$ cat src/rtl/feature_transfer_controller_if.sv
// feature_transfer_controller_if: custom-instruction, feature-stream and write-master signals
// master is the controller's view, slave is the CPU/stream/bus side.
interface feature_transfer_controller_if;
    logic        ciStart;
    logic        ciCke;
    logic [7:0]  ciN;
    logic [31:0] ciValueA;
    logic [31:0] ciValueB;
    logic        ciDone;
    logic [31:0] ciResult;
    logic        frameStart;
    logic        frameEnd;
    logic        featureValid;
    logic [31:0] featureData;
    logic        featureReady;
    logic        wrRequest;
    logic [31:0] wrAddress;
    logic [31:0] wrData;
    logic        wrGrant;
    logic        dataReady;
    logic [31:0] numberOfFeatures;

    modport master (
        input  ciStart, ciCke, ciN, ciValueA, ciValueB, frameStart, frameEnd,
               featureValid, featureData, wrGrant,
        output ciDone, ciResult, featureReady, wrRequest, wrAddress, wrData,
               dataReady, numberOfFeatures
    );

    modport slave (
        output ciStart, ciCke, ciN, ciValueA, ciValueB, frameStart, frameEnd,
               featureValid, featureData, wrGrant,
        input  ciDone, ciResult, featureReady, wrRequest, wrAddress, wrData,
               dataReady, numberOfFeatures
    );
endinterface

$ cat src/rtl/feature_transfer_controller.sv
// feature_transfer_controller: arms via custom instruction, writes one frame of features to memory
// through a single-beat write master and reports the feature count at frame end.
module feature_transfer_controller #(
    parameter logic [7:0]  CUSTOM_INSTRUCTION_ID = 8'd0,
    parameter logic [31:0] MAX_FEATURES_RESET    = 32'd256
) (
    input logic clock,
    input logic reset,
    feature_transfer_controller_if.master bus
);
    typedef enum logic [2:0] {IDLE, ARMED, CAPTURE, WRITE, DONE} state_t;

    state_t      state, state_next;
    logic [31:0] base_address, max_features, count, last_count, wr_address, wr_data, ci_result;
    logic        overflow, frame_end_seen, ci_done;
    logic        is_my_ci, busy, arm, ready, handshake, fits;
    logic [1:0]  opcode;
    logic        unused_bits;

    assign unused_bits = ^bus.ciValueA[31:2];
    assign is_my_ci    = bus.ciStart & bus.ciCke & (bus.ciN == CUSTOM_INSTRUCTION_ID);
    assign opcode      = bus.ciValueA[1:0];
    assign busy        = state != IDLE;
    assign arm         = is_my_ci & (opcode == 2'd2) & ~busy;
    assign ready       = reset & (state == IDLE || state == ARMED || state == CAPTURE);
    assign handshake   = bus.featureValid & ready;
    assign fits        = count < max_features;

    assign bus.featureReady     = ready;
    assign bus.wrRequest        = state == WRITE;
    assign bus.wrAddress        = wr_address;
    assign bus.wrData           = wr_data;
    assign bus.dataReady        = state == DONE;
    assign bus.numberOfFeatures = (state == DONE) ? count : last_count;
    assign bus.ciDone           = ci_done;
    assign bus.ciResult         = ci_result;

    always_ff @(posedge clock)
        state <= !reset ? IDLE : state_next;

    always_comb begin
        state_next = state;
        case (state)
            IDLE:    state_next = arm ? ARMED : IDLE;
            ARMED:   state_next = bus.frameStart ? CAPTURE : ARMED;
            CAPTURE: state_next = (handshake & fits) ? WRITE : bus.frameEnd ? DONE : CAPTURE;
            WRITE:   state_next = !bus.wrGrant ? WRITE : (frame_end_seen | bus.frameEnd) ? DONE : CAPTURE;
            default: state_next = IDLE;
        endcase
    end

    always_ff @(posedge clock) begin
        if (!reset) begin
            base_address   <= '0;
            max_features   <= MAX_FEATURES_RESET;
            count          <= '0;
            last_count     <= '0;
            wr_address     <= '0;
            wr_data        <= '0;
            ci_result      <= '0;
            overflow       <= 1'b0;
            frame_end_seen <= 1'b0;
            ci_done        <= 1'b0;
        end else begin
            ci_done   <= is_my_ci;
            ci_result <= '0;
            if (is_my_ci)
                case (opcode)
                    2'd0: begin
                        if (!busy) base_address <= {bus.ciValueB[31:2], 2'b00};
                        ci_result <= {31'd0, ~busy};
                    end
                    2'd1: begin
                        if (!busy) max_features <= bus.ciValueB;
                        ci_result <= {31'd0, ~busy};
                    end
                    2'd2: ci_result <= {31'd0, ~busy};
                    default: ci_result <= {overflow, busy, 14'd0, count[15:0]};
                endcase
            if (arm) begin
                count          <= '0;
                overflow       <= 1'b0;
                frame_end_seen <= 1'b0;
            end
            if (state == CAPTURE && handshake) begin
                if (fits) begin
                    wr_data        <= bus.featureData;
                    wr_address     <= base_address + (count << 2);
                    frame_end_seen <= bus.frameEnd;
                end else begin
                    overflow <= 1'b1;
                end
            end
            if (state == WRITE) begin
                if (bus.frameEnd) frame_end_seen <= 1'b1;
                if (bus.wrGrant) count <= count + 32'd1;
            end
            if (state == DONE) last_count <= count;
        end
    end
endmodule

$ cat src/flat_wrapper.sv
// flat-port wrapper written by rule: the top's interface ports become plain ports
module feature_transfer_controller_flat 
#(
    parameter logic [7:0]  CUSTOM_INSTRUCTION_ID = 8'd0,
    parameter logic [31:0] MAX_FEATURES_RESET    = 32'd256
)
  (clock, reset, bus_ciStart, bus_ciCke, bus_ciN, bus_ciValueA, bus_ciValueB, bus_frameStart, bus_frameEnd, bus_featureValid, bus_featureData, bus_wrGrant, bus_ciDone, bus_ciResult, bus_featureReady, bus_wrRequest, bus_wrAddress, bus_wrData, bus_dataReady, bus_numberOfFeatures);
  feature_transfer_controller_if bus_i ();
  input logic clock;
  input logic reset;
  input wire logic [$bits(bus_i.ciStart)-1:0] bus_ciStart;
  input wire logic [$bits(bus_i.ciCke)-1:0] bus_ciCke;
  input wire logic [$bits(bus_i.ciN)-1:0] bus_ciN;
  input wire logic [$bits(bus_i.ciValueA)-1:0] bus_ciValueA;
  input wire logic [$bits(bus_i.ciValueB)-1:0] bus_ciValueB;
  input wire logic [$bits(bus_i.frameStart)-1:0] bus_frameStart;
  input wire logic [$bits(bus_i.frameEnd)-1:0] bus_frameEnd;
  input wire logic [$bits(bus_i.featureValid)-1:0] bus_featureValid;
  input wire logic [$bits(bus_i.featureData)-1:0] bus_featureData;
  input wire logic [$bits(bus_i.wrGrant)-1:0] bus_wrGrant;
  output wire logic [$bits(bus_i.ciDone)-1:0] bus_ciDone;
  output wire logic [$bits(bus_i.ciResult)-1:0] bus_ciResult;
  output wire logic [$bits(bus_i.featureReady)-1:0] bus_featureReady;
  output wire logic [$bits(bus_i.wrRequest)-1:0] bus_wrRequest;
  output wire logic [$bits(bus_i.wrAddress)-1:0] bus_wrAddress;
  output wire logic [$bits(bus_i.wrData)-1:0] bus_wrData;
  output wire logic [$bits(bus_i.dataReady)-1:0] bus_dataReady;
  output wire logic [$bits(bus_i.numberOfFeatures)-1:0] bus_numberOfFeatures;
  assign bus_i.ciStart = bus_ciStart;
  assign bus_i.ciCke = bus_ciCke;
  assign bus_i.ciN = bus_ciN;
  assign bus_i.ciValueA = bus_ciValueA;
  assign bus_i.ciValueB = bus_ciValueB;
  assign bus_i.frameStart = bus_frameStart;
  assign bus_i.frameEnd = bus_frameEnd;
  assign bus_i.featureValid = bus_featureValid;
  assign bus_i.featureData = bus_featureData;
  assign bus_i.wrGrant = bus_wrGrant;
  assign bus_ciDone = bus_i.ciDone;
  assign bus_ciResult = bus_i.ciResult;
  assign bus_featureReady = bus_i.featureReady;
  assign bus_wrRequest = bus_i.wrRequest;
  assign bus_wrAddress = bus_i.wrAddress;
  assign bus_wrData = bus_i.wrData;
  assign bus_dataReady = bus_i.dataReady;
  assign bus_numberOfFeatures = bus_i.numberOfFeatures;
  feature_transfer_controller #(.CUSTOM_INSTRUCTION_ID(CUSTOM_INSTRUCTION_ID), .MAX_FEATURES_RESET(MAX_FEATURES_RESET)) u_core (.clock(clock), .reset(reset), .bus(bus_i));
endmodule
$ cat config.mk
export PLATFORM = sky130hd
export DESIGN_NAME = feature_transfer_controller_flat
export DESIGN_NICKNAME = d
export VERILOG_FILES = /design/src/rtl/feature_transfer_controller_if.sv /design/src/rtl/feature_transfer_controller.sv /design/src/flat_wrapper.sv
export SDC_FILE = /design/constraint.sdc
export NUM_CORES = 1
export LEC_CHECK = 0
export CAP_MARGIN = 10
export CORE_MARGIN = 2
export CORE_UTILIZATION = 54
export DETAILED_ROUTE_END_ITERATION = 16
export PLACE_DENSITY_LB_ADDON = 0.25
export SLEW_MARGIN = 20
export SYNTH_ARGS = -nofsm -noshare
export SYNTH_HDL_FRONTEND = slang
export SYNTH_SLANG_ARGS = --single-unit
$ cat constraint.sdc
create_clock -name clock -period 3.8 [get_ports clock]
set_input_delay 0.76 -clock clock [delete_from_list [all_inputs] [get_ports clock]]
set_output_delay 0.76 -clock clock [all_outputs]
set_load 0.01 [all_outputs]
# --- Yosys cells after proc, flatten, opt, wreduce, memory -nomap -nowiden ---
# Cells that the tools add are included.
op_classes:
  n_bitwise: 11
  addsub: 2
  order_cmp: 1
  eq_ne: 6
  mux: 20
  n_reduce_logical: 13
op_table:
  columns: ["operator", "n"]
  rows:
  - ["$mux W32", 4]
  - ["$add A32 B1 Y32 const B", 1]
  - ["$add A32 B32 Y32", 1]
  - ["$lt A32 B32 Y1", 1]
  - ["$mux W3", 4]
  - ["$pmux W3 S4", 1]
  - ["$mux W1", 10]
  - ["$logic_not A8 Y1", 1]
  - ["$and A1 B1 Y1", 7]
  - ["$eq A3 B2 Y1 const B", 2]
  - ["$reduce_and A3 Y1", 2]
  - ["$reduce_or A5 Y1", 1]
  - ["$reduce_and A2 Y1", 2]
  - ["$eq A3 B1 Y1 const B", 1]
  - ["$eq A3 B3 Y1 const B", 1]
  - ["$logic_not A3 Y1", 1]
  - ["$not A1 Y1", 3]
  - ["$reduce_bool A3 Y1", 1]
  - ["$reduce_or A3 Y1", 1]
  - ["$eq A2 B1 Y1 const B", 1]
  - ["$eq A2 B2 Y1 const B", 1]
  - ["$logic_not A2 Y1", 1]
  - ["$logic_or A1 B1 Y1", 2]
  - ["$mux W2", 1]
  - ["2 further kinds", 2]
word_totals:
  in_bits: 112
  ff_bits: 228
  wordCells: 65

# --- Logic depth before layout (Yosys ltp) ---
logic_depth:
  ltp_word: 9
  ltp_mapped: 13

# --- Worst setup path before layout ---
# No wires, ideal clock.
synth_path:
  kind: "register to register"
  from: "register u_core.count[0]"
  to: "register u_core.wr_address[28], in the netlist u_core.bus.wrAddress[28]"
  required_ns: 3.705
  arrival_time_ns: 2.531
  path_slack_ns: 1.174
  path_stages_with_launch: 12
  setup_time_ns: 0.095
  n_path_buf: 0
  path_cell_list: "dfxtp_1 ha_1 inv_1 fa_1 nand2b_1 a21oi_1 o21ai_1 a22oi_1 a21oi_1 a211oi_1 o2111ai_1 o311ai_1"
synth_via:
  elab_chain_len: 2
synth_rtl:
  columns: ["item", "line_no", "source"]
  rows:
  - ["start, declared", "feature_transfer_controller.sv:14", "logic [31:0] base_address, max_features, count, last_count, wr_address, wr_data, ci_result;"]
  - ["start signal, assigned", "feature_transfer_controller.sv:96", "if (bus.wrGrant) count <= count + 32'd1;"]
  - ["$lt A32 B32 Y1", "feature_transfer_controller.sv:27", "assign fits = count < max_features;"]
  - ["$reduce_and A2 Y1 (no source line)", null, null]
  - ["end signal, assigned", "feature_transfer_controller.sv:88", "wr_address <= base_address + (count << 2);"]
  - ["end, declared", "feature_transfer_controller.sv:14", null]
# Several ways; a longest one is shown, not always the timed one.
# A chain may end at the register's enable or synchronous reset.

# --- Worst setup path in the final report ---
layout_path:
  from: "register u_core.count[22]"
  to: "register u_core.wr_data[20], in the netlist u_core.bus.wrData[20]"
layout_via:
  elab_chain_len: 2
layout_rtl:
  columns: ["item", "line_no", "source"]
  rows:
  - ["$lt A32 B32 Y1", "feature_transfer_controller.sv:27", null]
  - ["$reduce_and A2 Y1 (no source line)", null, null]
  - ["end signal, assigned", "feature_transfer_controller.sv:87", "wr_data <= bus.featureData;"]
  - ["end, declared", "feature_transfer_controller.sv:14", null]
# Every way passes these cells.

==> out/summary.md <==
Setup repair after global routing left no endpoint under its margin. For the area of the placeable core, the log shows 18020 um2. The power per standard cell area came out at 366.0 nW/um2. The DRC marker count from the first detailed-route iteration was 480; the sink count of the clock tree was 212. The analysis attributes to cell leakage a power of 4.977 nW. Setup violations remaining at the end of the flow were counted as 0. The die covers 19520 um2. The tools report the register-to-register setup slack as 280 ps.

The portion of the clock cycle consumed by the worst path in the final layout came out at 92.58%. In this run the core area contains 49 standard-cell rows. The logs give 0 for the max-cap violation count and 0 for the count of synthesis-stage warnings from yosys.

The worst setup path is of the reg -> reg kind. The number of antenna violations at the first check in global routing is 0. The worst register-to-register path has a depth of 10. The endpoint of the lowest-slack register-to-register path is u_core.bus.wrData[20]$_SDFFE_PN0P_. The layer flagged by global routing as most heavily used is met2.

Based on the critical path, the design can be clocked at up to 284.3 MHz. The worst path in the final design needs a cycle of 3518 ps, including I/O delays and setup. Sequential elements use 42.66% of the synthesized area.

After detailed routing, the average wire length per cell comes to 16.52 um. Synthesis inferred 212 register bits. Critical path's slowest cell: sky130_fd_sc_hd__a311oi_2. The number of antenna diodes in the final layout is 0. The share of the synthesized area in the top cell type came out at 42.66%. OpenSTA, run right after detailed placement, puts the worst setup slack at 278.5 ps. The detailed-route DRC error count was 0. In the global route stage, overall resource usage came out at 26.78%. For met3 alone, demand over resource in global routing was 4.542%. On the worst path, the slowest cell contributes a delay of 540 ps. Critical hold path startpoint: u_core.bus.wrData[18]$_SDFFE_PN0P_. After routing, the total negative slack on setup checks comes to 0 ps.

The first global-routing pass estimated 43530 um of wire. Kind of capture point of the worst setup path: a flip-flop. The most critical setup path has its startpoint at u_core.count[22]$_SDFF_PN0_. Of all flip-flops after synthesis, the portion carrying an async set or reset was 0%. The average cell area after synthesis came out at 8.346 um2.

Once the floorplan was initialized, standard cells occupied 55.19% of the core. For this design, the CTS-stage hold fixing added 0 buffers. The tools report the met2 capacity usage during global routing as 46.78%. In this run the horizontal extent of the chip is 139.7 um. The final standard cell area without fillers was 12920 um2; the post-synthesis cell count was 1192.

For the number of levels in the clock H-tree, the log shows 1. The commonest cells after synthesis are sky130_fd_sc_hd__nand2_1, sky130_fd_sc_hd__dfxtp_1, sky130_fd_sc_hd__a21oi_1, sky130_fd_sc_hd__ha_1, sky130_fd_sc_hd__and2_1. After clock tree synthesis, the setup repair step added 0 buffers. The flow ran to the end, and the final reports show no timing, DRC or antenna violations. The final setup slack of the worst path came out at 282.1 ps. The area growth from synthesis to layout is 29.86%. The number of buffer and inverter stages on the critical path works out to 1. TritonCTS built the clock tree. The clock input transition at the sequential cells of the worst setup and hold paths was 60 ps. Clock latency on the worst-skew pair, taken at its later pin, is 510 ps. Along the worst path, the maximum fanout reaches 62. The tools report the number of buffers between clock root and the deepest sink as 3. STA classifies the critical path startpoint as a flip-flop.

In this run the cell area of the synthesized design comes to 9948 um2. The fraction of layout cells with a size suffix above 1 works out to 7.665%. The worst supply voltage drop on vdd was 362.0 uV; the final count of hold timing violations was 0. The slew at the pin closest to its max-slew limit is 784.4 ps. The met1 global-route usage is 33.46%. The critical path's top delay family is simple AND/OR/NAND/NOR gates. At the end of routability-driven placement, the weighted congestion stood at 0.9078.

Entering global routing, the biggest net connects 74 pins. The run gives 0 as the number of pins with negative max-slew slack in the final report. Path class of the lowest-slack min-delay path: reg -> reg. CTS placed an instance of sky130_fd_sc_hd__clkbuf_16 at the clock tree root. In this run the count of I/O pins placed on the die edge is 244.

The detail-routed via count per cell came out at 5.457. Number of distinct standard cells referenced by the synthesized netlist: 64. The routed layout has 8868 vias. sky130_fd_sc_hd__nand2_1 is the most common cell in the netlist.

Once detail routing completed, the nets flagged for antenna violations numbered 0. The worst register-to-register path begins at u_core.count[22]$_SDFF_PN0_. The largest clock skew in the final design came out at 10.82 ps. After clock tree synthesis, the repair step resized 0 gates. Data arrives at the worst endpoint at 3940 ps. The critical path goes through ha_1 -> nand4_1 -> nor3_1 -> nor4b_1 -> o21ai_1 -> a311oi_2 -> or2_2 -> buf_12 -> nand2_1 -> a21oi_1.

The HPWL after detailed placement is 19320 um. The total placed instance area was 12120 um2. The required time at the endpoint of the critical path was 4230 ps; the clock buffer count from CTS was 23. The most used flip-flop cell after synthesis is sky130_fd_sc_hd__dfxtp_1. The final core area utilization was 71.67%.

After detailed routing, the total wire length is 26850 um. The worst pin sits at a relative slew slack of 46.36%. The largest total area in the synthesized netlist belongs to sky130_fd_sc_hd__dfxtp_1. The net count of the finished layout is 1555.

The number of port buffers was 197. The tools report the end point of the most critical hold path as u_core.bus.wrData[18]$_SDFFE_PN0P_. By area the synthesized netlist is led by sky130_fd_sc_hd__dfxtp_1, sky130_fd_sc_hd__nand2_1, sky130_fd_sc_hd__a21oi_1. The first TritonRoute pass finished after 5 iterations. The number of flops mapped to enable cells by yosys works out to 0. The number of instances on the worst hold path came out at 2. The total overflow left after global routing is 0. The y dimension of the die came out at 139.7 um. The number of global-route vias before repair is 8738.
## layout make-up
cell class	count	area [um2]
sequential	212	4244
clock inverter	7	138.9
timing repair buffer	223	2180
inverter	46	173.9
multi-input combinational	875	5233
tap	229	286.5
clock buffer	33	663.1
fill	1439	5106
## layout by cell type (no fill, tap or decap), types with 7 or more instances in the layout
master	instances
sky130_fd_sc_hd__a31oi_1	7
sky130_fd_sc_hd__nand3_1	35
sky130_fd_sc_hd__a211oi_1	8
sky130_fd_sc_hd__inv_1	45
sky130_fd_sc_hd__clkbuf_16	23
sky130_fd_sc_hd__mux2_2	32
sky130_fd_sc_hd__and3_1	9
sky130_fd_sc_hd__xor2_1	23
sky130_fd_sc_hd__nand4_1	12
sky130_fd_sc_hd__xnor2_1	24
sky130_fd_sc_hd__buf_4	25
sky130_fd_sc_hd__conb_1	16
sky130_fd_sc_hd__dfxtp_1	212
sky130_fd_sc_hd__nand2b_1	7
sky130_fd_sc_hd__a21oi_1	154
sky130_fd_sc_hd__o211ai_1	7
sky130_fd_sc_hd__nor2_1	47
sky130_fd_sc_hd__and2_1	50
sky130_fd_sc_hd__nor3_1	11
sky130_fd_sc_hd__a21o_1	16
sky130_fd_sc_hd__ha_1	61
sky130_fd_sc_hd__o21ai_0	33
sky130_fd_sc_hd__nand2_1	256
sky130_fd_sc_hd__or3_1	7
sky130_fd_sc_hd__clkdlybuf4s50_1	197
## per-stage QoR
stage | power, mW | std cells | hold WS (ps)
3_5_place_dp | 2.420 | 1585 | 444.4
2_1_floorplan | 2.324 | 1207 | 429.6
4_1_cts | 4.756 | 1625 | 451.2
3_3_place_gp | 2.420 | 1585 | 437.4
6_report | 4.728 | 1625 | 451.2
5_1_grt | 4.861 | 1625 | 470.3
## power breakdown
| part | switching, mW | internal, mW |
|---|---|---|
| logic | 0.0680 | 0.0817 |
| clock network | 0.877 | 1.48 |
| registers | 0.0000870 | 2.22 |
## kinds of logic (layout without fill, tap and decap cells)
kind of cell	count (synthesis)	count (layout)	share of synthesized area (%)
AO/OA/AOI/OAI	251	251	14.41
XOR/XNOR	47	47	4.138
adder cells (fa/ha/maj)	62	62	7.873
buffers and inverters	120	309	5.484
flip-flops	212	212	42.66
multiplexers	34	34	3.823
other	1	16	0.03769
AND/OR/NAND/NOR	465	465	21.57
## sequential cells by signal (all words and copies together) (netlist names)
signal / count
u_core.bus.wrData: 32
u_core.count: 32
u_core.last_count: 32
u_core.max_features: 32
u_core.base_address: 30
u_core.bus.wrAddress: 30
u_core.bus.ciResult: 18
u_core.state: 3
u_core.bus.ciDone: 1
u_core.frame_end_seen: 1
u_core.overflow: 1
## how the worst max path moves through the flow
| stage | to | depth (start not counted) |
|---|---|---|
| 4_1_cts | u_core.bus.wrData[20]$_SDFFE_PN0P_ | 10 |
| 3_5_place_dp | u_core.count[27]$_SDFF_PN0_ | 7 |
| 5_1_grt | u_core.bus.wrData[0]$_SDFFE_PN0P_ | 10 |
| 2_1_floorplan | u_core.bus.wrAddress[28]$_SDFFE_PN0P_ | 11 |
| 6_report | u_core.bus.wrData[20]$_SDFFE_PN0P_ | 10 |
| 3_3_place_gp | u_core.count[27]$_SDFF_PN0_ | 7 |
## tightest hold or removal path, cell delays in order, from the launching register on
cell	delay, ps
sky130_fd_sc_hd__dfxtp_1	300
sky130_fd_sc_hd__nand2_1	50
sky130_fd_sc_hd__a21oi_1	50
## metal layers
layer	vias up	wire (um)	part of all wire, %
met5	-	0	0
met4	0	713	2.7
met3	47	1653	6.2
met2	294	12910	48
met1	4132	11570	43
li1	4395	-	-
No activity file was read; power rests on OpenSTA's default activity.
